<file path="src/rtl/jk_sched_pkg.sv">
// Shared definitions for the JK bank scheduler: command opcodes, FSM state
// encoding and the round-robin winner search.
package jk_sched_pkg;

    localparam logic [1:0] OP_HOLD   = 2'b00;
    localparam logic [1:0] OP_RESET  = 2'b01;
    localparam logic [1:0] OP_SET    = 2'b10;
    localparam logic [1:0] OP_TOGGLE = 2'b11;

    typedef enum logic {
        ST_IDLE = 1'b0,
        ST_EXEC = 1'b1
    } st_e;

    // First set bit of valid[n-1:0], searching ptr, ptr+1, ... mod n; -1 if none.
    function automatic int rr_pick(input logic [31:0] valid, input int n, input int ptr);
        int idx;
        rr_pick = -1;
        for (int k = 0; k < n; k++) begin
            idx = (ptr + k) % n;
            if (rr_pick < 0 && ((valid >> idx) & 32'd1) != 32'd0) begin
                rr_pick = idx;
            end
        end
    endfunction

endpackage

</file>
<file path="src/rtl/jk_cell.sv">
// One JK flip-flop cell with synchronous active-high reset to 0.
module jk_cell (
    input  logic clk,
    input  logic rst,
    input  logic j,
    input  logic k,
    output logic q,
    output logic qbar
);

    logic q_q;
    logic q_d;

    always_comb begin
        q_d = q_q;
        case ({j, k})
            2'b01:   q_d = 1'b0;
            2'b10:   q_d = 1'b1;
            2'b11:   q_d = ~q_q;
            default: q_d = q_q;
        endcase
    end

    always_ff @(posedge clk) begin
        if (rst) begin
            q_q <= 1'b0;
        end else begin
            q_q <= q_d;
        end
    end

    assign q    = q_q;
    assign qbar = ~q_q;

endmodule

</file>
<file path="src/rtl/jk_bank_sched.sv">
// Round-robin scheduler driving J/K of one addressed cell in a bank of JK flops.
// state | meaning:  ST_IDLE | arbitrating, ready to accept;  ST_EXEC | driving cell, cnt cycles left
module jk_bank_sched
    import jk_sched_pkg::*;
#(
    parameter int NREQ  = 4,
    parameter int NBITS = 8,
    parameter int AW    = 3,
    parameter int LW    = 3
) (
    input  logic                     clk,
    input  logic                     rst,
    input  logic [NREQ-1:0]          req_valid,
    output logic [NREQ-1:0]          req_ready,
    input  logic [2*NREQ-1:0]        req_op,
    input  logic [AW*NREQ-1:0]       req_addr,
    input  logic [LW*NREQ-1:0]       req_len,
    output logic [NBITS-1:0]         q,
    output logic                     busy,
    output logic [$clog2(NREQ)-1:0]  gnt_id,
    output logic                     err
);

    localparam int GW = $clog2(NREQ);

    st_e            state_q, state_d;
    logic [GW-1:0]  rr_ptr_q, rr_ptr_d;
    logic [GW-1:0]  gnt_q, gnt_d;
    logic [1:0]     op_q, op_d;
    logic [AW-1:0]  addr_q, addr_d;
    logic [LW-1:0]  cnt_q, cnt_d;
    logic           first_q, first_d;

    int             win;
    logic [GW-1:0]  win_idx;
    logic           accept;
    logic [1:0]     sel_op;
    logic [AW-1:0]  sel_addr;
    logic [LW-1:0]  sel_len;
    logic           addr_hit;
    logic [NBITS-1:0] j_vec, k_vec, qbar_unused;

    always_comb begin
        state_d   = state_q;
        rr_ptr_d  = rr_ptr_q;
        gnt_d     = gnt_q;
        op_d      = op_q;
        addr_d    = addr_q;
        cnt_d     = cnt_q;
        first_d   = 1'b0;
        req_ready = '0;
        sel_op    = OP_HOLD;
        sel_addr  = '0;
        sel_len   = '0;
        addr_hit  = 1'b0;
        j_vec     = '0;
        k_vec     = '0;

        win     = rr_pick(32'(req_valid), NREQ, int'(rr_ptr_q));
        win_idx = GW'(win);
        accept  = (state_q == ST_IDLE) && !rst && (win >= 0);

        for (int i = 0; i < NREQ; i++) begin
            if (win == i) begin
                sel_op       = req_op[2*i +: 2];
                sel_addr     = req_addr[AW*i +: AW];
                sel_len      = req_len[LW*i +: LW];
                req_ready[i] = accept;
            end
        end

        case (state_q)
            ST_IDLE: begin
                if (accept) begin
                    state_d  = ST_EXEC;
                    gnt_d    = win_idx;
                    rr_ptr_d = (win_idx == GW'(NREQ - 1)) ? '0 : win_idx + 1'b1;
                    op_d     = sel_op;
                    addr_d   = sel_addr;
                    cnt_d    = (sel_op == OP_TOGGLE) ? sel_len : '0;
                    first_d  = 1'b1;
                end
            end
            ST_EXEC: begin
                if (cnt_q != '0) begin
                    cnt_d = cnt_q - 1'b1;
                end else begin
                    state_d = ST_IDLE;
                end
            end
            default: state_d = ST_IDLE;
        endcase

        // Out-of-range addresses match no cell, so they drive nothing and flag err.
        for (int b = 0; b < NBITS; b++) begin
            if (addr_q == AW'(b)) begin
                addr_hit = 1'b1;
                if (state_q == ST_EXEC) begin
                    j_vec[b] = op_q[1];
                    k_vec[b] = op_q[0];
                end
            end
        end
    end

    always_ff @(posedge clk) begin
        if (rst) begin
            state_q  <= ST_IDLE;
            rr_ptr_q <= '0;
            gnt_q    <= '0;
            op_q     <= OP_HOLD;
            addr_q   <= '0;
            cnt_q    <= '0;
            first_q  <= 1'b0;
        end else begin
            state_q  <= state_d;
            rr_ptr_q <= rr_ptr_d;
            gnt_q    <= gnt_d;
            op_q     <= op_d;
            addr_q   <= addr_d;
            cnt_q    <= cnt_d;
            first_q  <= first_d;
        end
    end

    genvar g;
    generate
        for (g = 0; g < NBITS; g++) begin : g_cell
            jk_cell u_cell (
                .clk  (clk),
                .rst  (rst),
                .j    (j_vec[g]),
                .k    (k_vec[g]),
                .q    (q[g]),
                .qbar (qbar_unused[g])
            );
        end
    endgenerate

    assign busy   = (state_q == ST_EXEC);
    assign gnt_id = gnt_q;
    assign err    = first_q & ~addr_hit;

endmodule

</file>
<file path="config.mk">
export PLATFORM = sky130hd
export DESIGN_NAME = jk_bank_sched
export DESIGN_NICKNAME = d
export VERILOG_FILES = /design/src/rtl/jk_sched_pkg.sv /design/src/rtl/jk_cell.sv /design/src/rtl/jk_bank_sched.sv
export SDC_FILE = /design/constraint.sdc
export NUM_CORES = 1
export LEC_CHECK = 0
export ABC_CLOCK_PERIOD_IN_PS = 1900
export BUFFER_PORTS_ARGS = -buffer_cell sky130_fd_sc_hd__buf_2
export CAP_MARGIN = 30
export CORE_MARGIN = 8
export CORE_UTILIZATION = 44
export DETAILED_ROUTE_END_ITERATION = 8
export PLACE_DENSITY = 0.76
export SETUP_SLACK_MARGIN = 0.05
export SLEW_MARGIN = 25
export SYNTH_ARGS = -nofsm -noshare
export SYNTH_HDL_FRONTEND = slang
export SYNTH_SLANG_ARGS = --single-unit
</file>
<file path="constraint.sdc">
create_clock -name clk -period 1.9 [get_ports clk]
set_input_delay 0.285 -clock clk [delete_from_list [all_inputs] [get_ports clk]]
set_output_delay 0.285 -clock clk [all_outputs]
set_load 0.005 [all_outputs]
</file>
==> impl_summary.txt <==
----------------------------------------------------
[Run status]
  Run status ... finished with violations
  Violations in the final reports ... negative setup slack

[Logic synthesis]
  Share of flip-flops with an asynchronous set or reset after synthesis ... 0%
  Number of enable-type register cells in the synthesized netlist ... 0
  Most used standard cell by instance count after synthesis ... sky130_fd_sc_hd__a21oi_1
  Number of instances in the synthesized netlist ... 185
  Area share of the leading cell type in the synthesized netlist ... 29.7%
  Cell area after synthesis ... 1420 um^2
  Average size of a mapped cell ... 7.65 um^2
  Synthesized net count ... 229
  Synthesis-stage register bit count ... 21
  Sequential cell area fraction in the yosys report ... 29.7%
  Cell accounting for the most synthesized area ... sky130_fd_sc_hd__dfxtp_1
  Yosys synthesis warning count ... 0
  Commonest cells in the synthesized netlist ... sky130_fd_sc_hd__a21oi_1 (22), sky130_fd_sc_hd__dfxtp_1 (21), sky130_fd_sc_hd__nand2_1 (17), sky130_fd_sc_hd__nor2_1 (12)
  Cell variety after synth ... 39
  Leading register cell type out of synthesis ... sky130_fd_sc_hd__dfxtp_1
  Largest cells by area after synthesis ... sky130_fd_sc_hd__dfxtp_1 (30%), sky130_fd_sc_hd__a21oi_1 (7.8%), sky130_fd_sc_hd__buf_4 (5.3%), sky130_fd_sc_hd__ha_1 (5.3%), sky130_fd_sc_hd__nand2_1 (4.5%)

[CTS]
  Clock buffer depth ... 2
  CTS tree ... built
  TritonCTS sink count ... 21
  CTS Buf Count ... 3
  Count of hold buffers inserted by post-cts repair ... 0
  Clock slew at reported path FFs ... 0.13 ns
  Clock latency of the later-clocked register in the worst-skew pair ... 0.32 ns
  Clock tree root driver cell ... sky130_fd_sc_hd__clkbuf_4
  Number of H-tree branching levels ... 1

[Power and ir drop]
  Design internal power ... 1.17 mW
  Power share of the combinational group ... 58.1%
  Net Sw Frac ... 39.8%
  Static power due to leakage ... 0.919 nW
  Clock share of power ... 12.0%
  Worst ir drop on vdd ... 0.537 mV
  NetSw ... 773 uW
  Seq pwr share ... 30.0%
  Power per standard cell area ... 913 nW/um^2

[Detailed routing]
  Number of design rule violations left after detail routing ... 0
  Total iterations of the first detailed-routing run ... 5
  Number of nets with antenna violations after routing ... 0
  Via density ... 5.48
  Post-detailed-route wirelength per cell ... 15.6 um
  Final routed wirelength across all metal layers ... 4.71 mm
  Routed via count ... 1656
  Number of DRC violations after detailed-routing iteration 0 ... 132

[STA]
  Max Clock Skew ... 0.00741 ns
  Unrepaired setup endpoints after global routing ... yes
  Max-slew violation total from the final report ... 0
  Period utilization ... 114%
  Hold violation total from the final report ... 0
  Min Hold Slack ... 0.307 ns
  Post-route worst setup slack ... -0.257 ns
  Slew @ Worst Pin ... 0.806 ns
  Final min period ... 2.16 ns
  Max_slew headroom ... 46.0%
  Final setup violation count ... 12
  Highest achievable clock rate ... 464 MHz

[Layout]
  Fraction of final layout cells with drive strength greater than 1 ... 50.0%
  Final non-filler cell area ... 2130 um^2
  ANT cells ... 0
  Number of nets in the final layout ... 303
  Area added between synthesis and finish ... 50.4%
  Non-Filler Instances ... 302

[Worst setup path]
  Kind of end point of the critical path ... primary output
  Critical register-to-register path startpoint ... rr_ptr_q[0]
  Crit path required time ... 1.62 ns
  Type of origin of the critical path ... register
  Critical path startpoint ... rr_ptr_q[0]
  Crit path DAT ... 1.87 ns
  Maximum fanout count along the critical path ... 6
  Category of the most critical setup path ... register to primary output

[Placed design]
  Number of port buffers ... 52
  Placed Cells incl. Taps ... 285
  GPL Wtd Cong ... 0.966
  Dpl cell area ... 1790 um^2
  Dpl hpwl ... 3.02 mm
  Worst setup timing slack at the placement stage ... -0.288 ns

[GRT]
  Largest net degree at the start of global routing ... 22
  Total overflow reported by the global router ... 0
  Number of antenna violations at the first check in global routing ... 0
  Number of global-route vias before repair ... 1535
  GRT Util Overall ... 15.3%
  Global-route wire length before repair ... 6.65 mm

[Worst hold path]
  Min-delay src ... req_len[11]
  Hold Crit Class ... input port to register

[Floorplanning]
  Die outline height ... 72.7 um
  Row count ... 20
  Die X ... 72.7 um
  Initial Util ... 46.4%
  Total Die Area ... 5290 um^2
  Number of placed I/O pins ... 54
  Standard cell core area ... 3050 um^2

[Run]
  Number of violations of the max-capacitance limit ... 0

----------------------------------------------------
-- layout make-up --
type                            count  area, um^2
Clock buffer                        3        22.5
Clock inverter                      1        5.00
Fill cell                         243         925
Inverter                           11        48.8
Multi-Input combinational cell    137        1010
Sequential cell                    21         425
Tap cell                           44        55.1
Timing Repair Buffer               85         563
-- cell usage in the layout (no fill, tap or decap), types with 3 or more instances in the layout --
cell | Yosys | final
sky130_fd_sc_hd__a21oi_2 | 2 | 9
sky130_fd_sc_hd__dfxtp_1 | 21 | 19
sky130_fd_sc_hd__buf_2 | 2 | 50
sky130_fd_sc_hd__a21oi_1 | 22 | 15
sky130_fd_sc_hd__nand2_1 | 17 | 16
sky130_fd_sc_hd__o21a_1 | 3 | 3
sky130_fd_sc_hd__nand3_1 | 3 | 3
sky130_fd_sc_hd__clkbuf_4 | 0 | 3
sky130_fd_sc_hd__a211oi_1 | 3 | 3
sky130_fd_sc_hd__inv_1 | 11 | 7
sky130_fd_sc_hd__buf_6 | 1 | 14
sky130_fd_sc_hd__nand3b_1 | 7 | 7
sky130_fd_sc_hd__nor2_1 | 12 | 11
sky130_fd_sc_hd__or3_1 | 7 | 7
sky130_fd_sc_hd__buf_4 | 10 | 20
sky130_fd_sc_hd__nor2b_1 | 6 | 4
sky130_fd_sc_hd__o21ai_0 | 11 | 9
sky130_fd_sc_hd__nor3_1 | 3 | 3
sky130_fd_sc_hd__ha_4 | 0 | 4
-- power groups by stage --
stage          combinational, mW  sequential (mW)  clock, mW
3_5_place_dp               0.764            0.582          0
2_1_floorplan              0.517            0.566          0
4_1_cts                    0.878            0.572      0.231
3_3_place_gp               0.754            0.578          0
5_1_grt                     1.23            0.592      0.259
6_report                    1.13            0.582      0.233
-- critical path: stages (launching register included) --
cell and delay (ns):
sky130_fd_sc_hd__dfxtp_4 0.41, sky130_fd_sc_hd__inv_2 0.04, sky130_fd_sc_hd__a22oi_2 0.19, sky130_fd_sc_hd__o211a_4 0.20
sky130_fd_sc_hd__buf_6 0.13, sky130_fd_sc_hd__inv_6 0.04, sky130_fd_sc_hd__ha_4 0.17, sky130_fd_sc_hd__buf_6 0.13
sky130_fd_sc_hd__and2_4 0.13, sky130_fd_sc_hd__buf_6 0.11
-- state kept, by name, summed over array words and instances (netlist names) --
signal	flops
addr_q	3
g_cell.u_cell.q	8
gnt_id	2
op_q	2
cnt_q	3
rr_ptr_q	2
busy	1
-- timing repair --
action,in CTS,in global routing
gates resized for setup,15,38
gates cloned,0,0
setup endpoints to repair,12,12
setup buffers,5,8
hold endpoints to repair,0,0
pin swaps,4,20
-- per-layer routing --
metal / routed length (um) / up-vias / track usage, %
li1: - / 803 / -
met5: 0 / - / 0
met4: 172 / 0 / 7.78
met3: 199 / 20 / 1.79
met1: 1860 / 770 / 17.4
met2: 2470 / 63 / 27.3
-- cells by family (layout without fill, tap and decap cells) --
logic type	after synthesis	count (layout)	share of synthesized area (%)
fa+ha+maj	6	6	5.30
compound gates	59	59	25.8
other cells	1	1	0.265
mux	1	1	0.707
buf+inv	27	100	10.5
simple gates	70	70	27.7
flops	21	21	29.7
-- final timing paths --
path	to	slack, ns	cells after the start
worst max-delay path	req_ready[2]	-0.26	9
worst min-delay path	cnt_q[2]	0.31	3
worst max register to register	cnt_q[1]	-0.23	10
worst min register to register	gnt_id[0]	0.47	2
-- stage by stage --
step	total power, mW	setup TNS [ns]	util (%)
floorplan	1.08	0	-
global placement	1.33	-1.30	58.5
detailed placement	1.35	-1.74	58.5
CTS	1.68	-1.83	62.6
global route	2.08	-3.37	69.7
finish	1.94	-2.15	69.7
(Power assumes the default switching activity.)
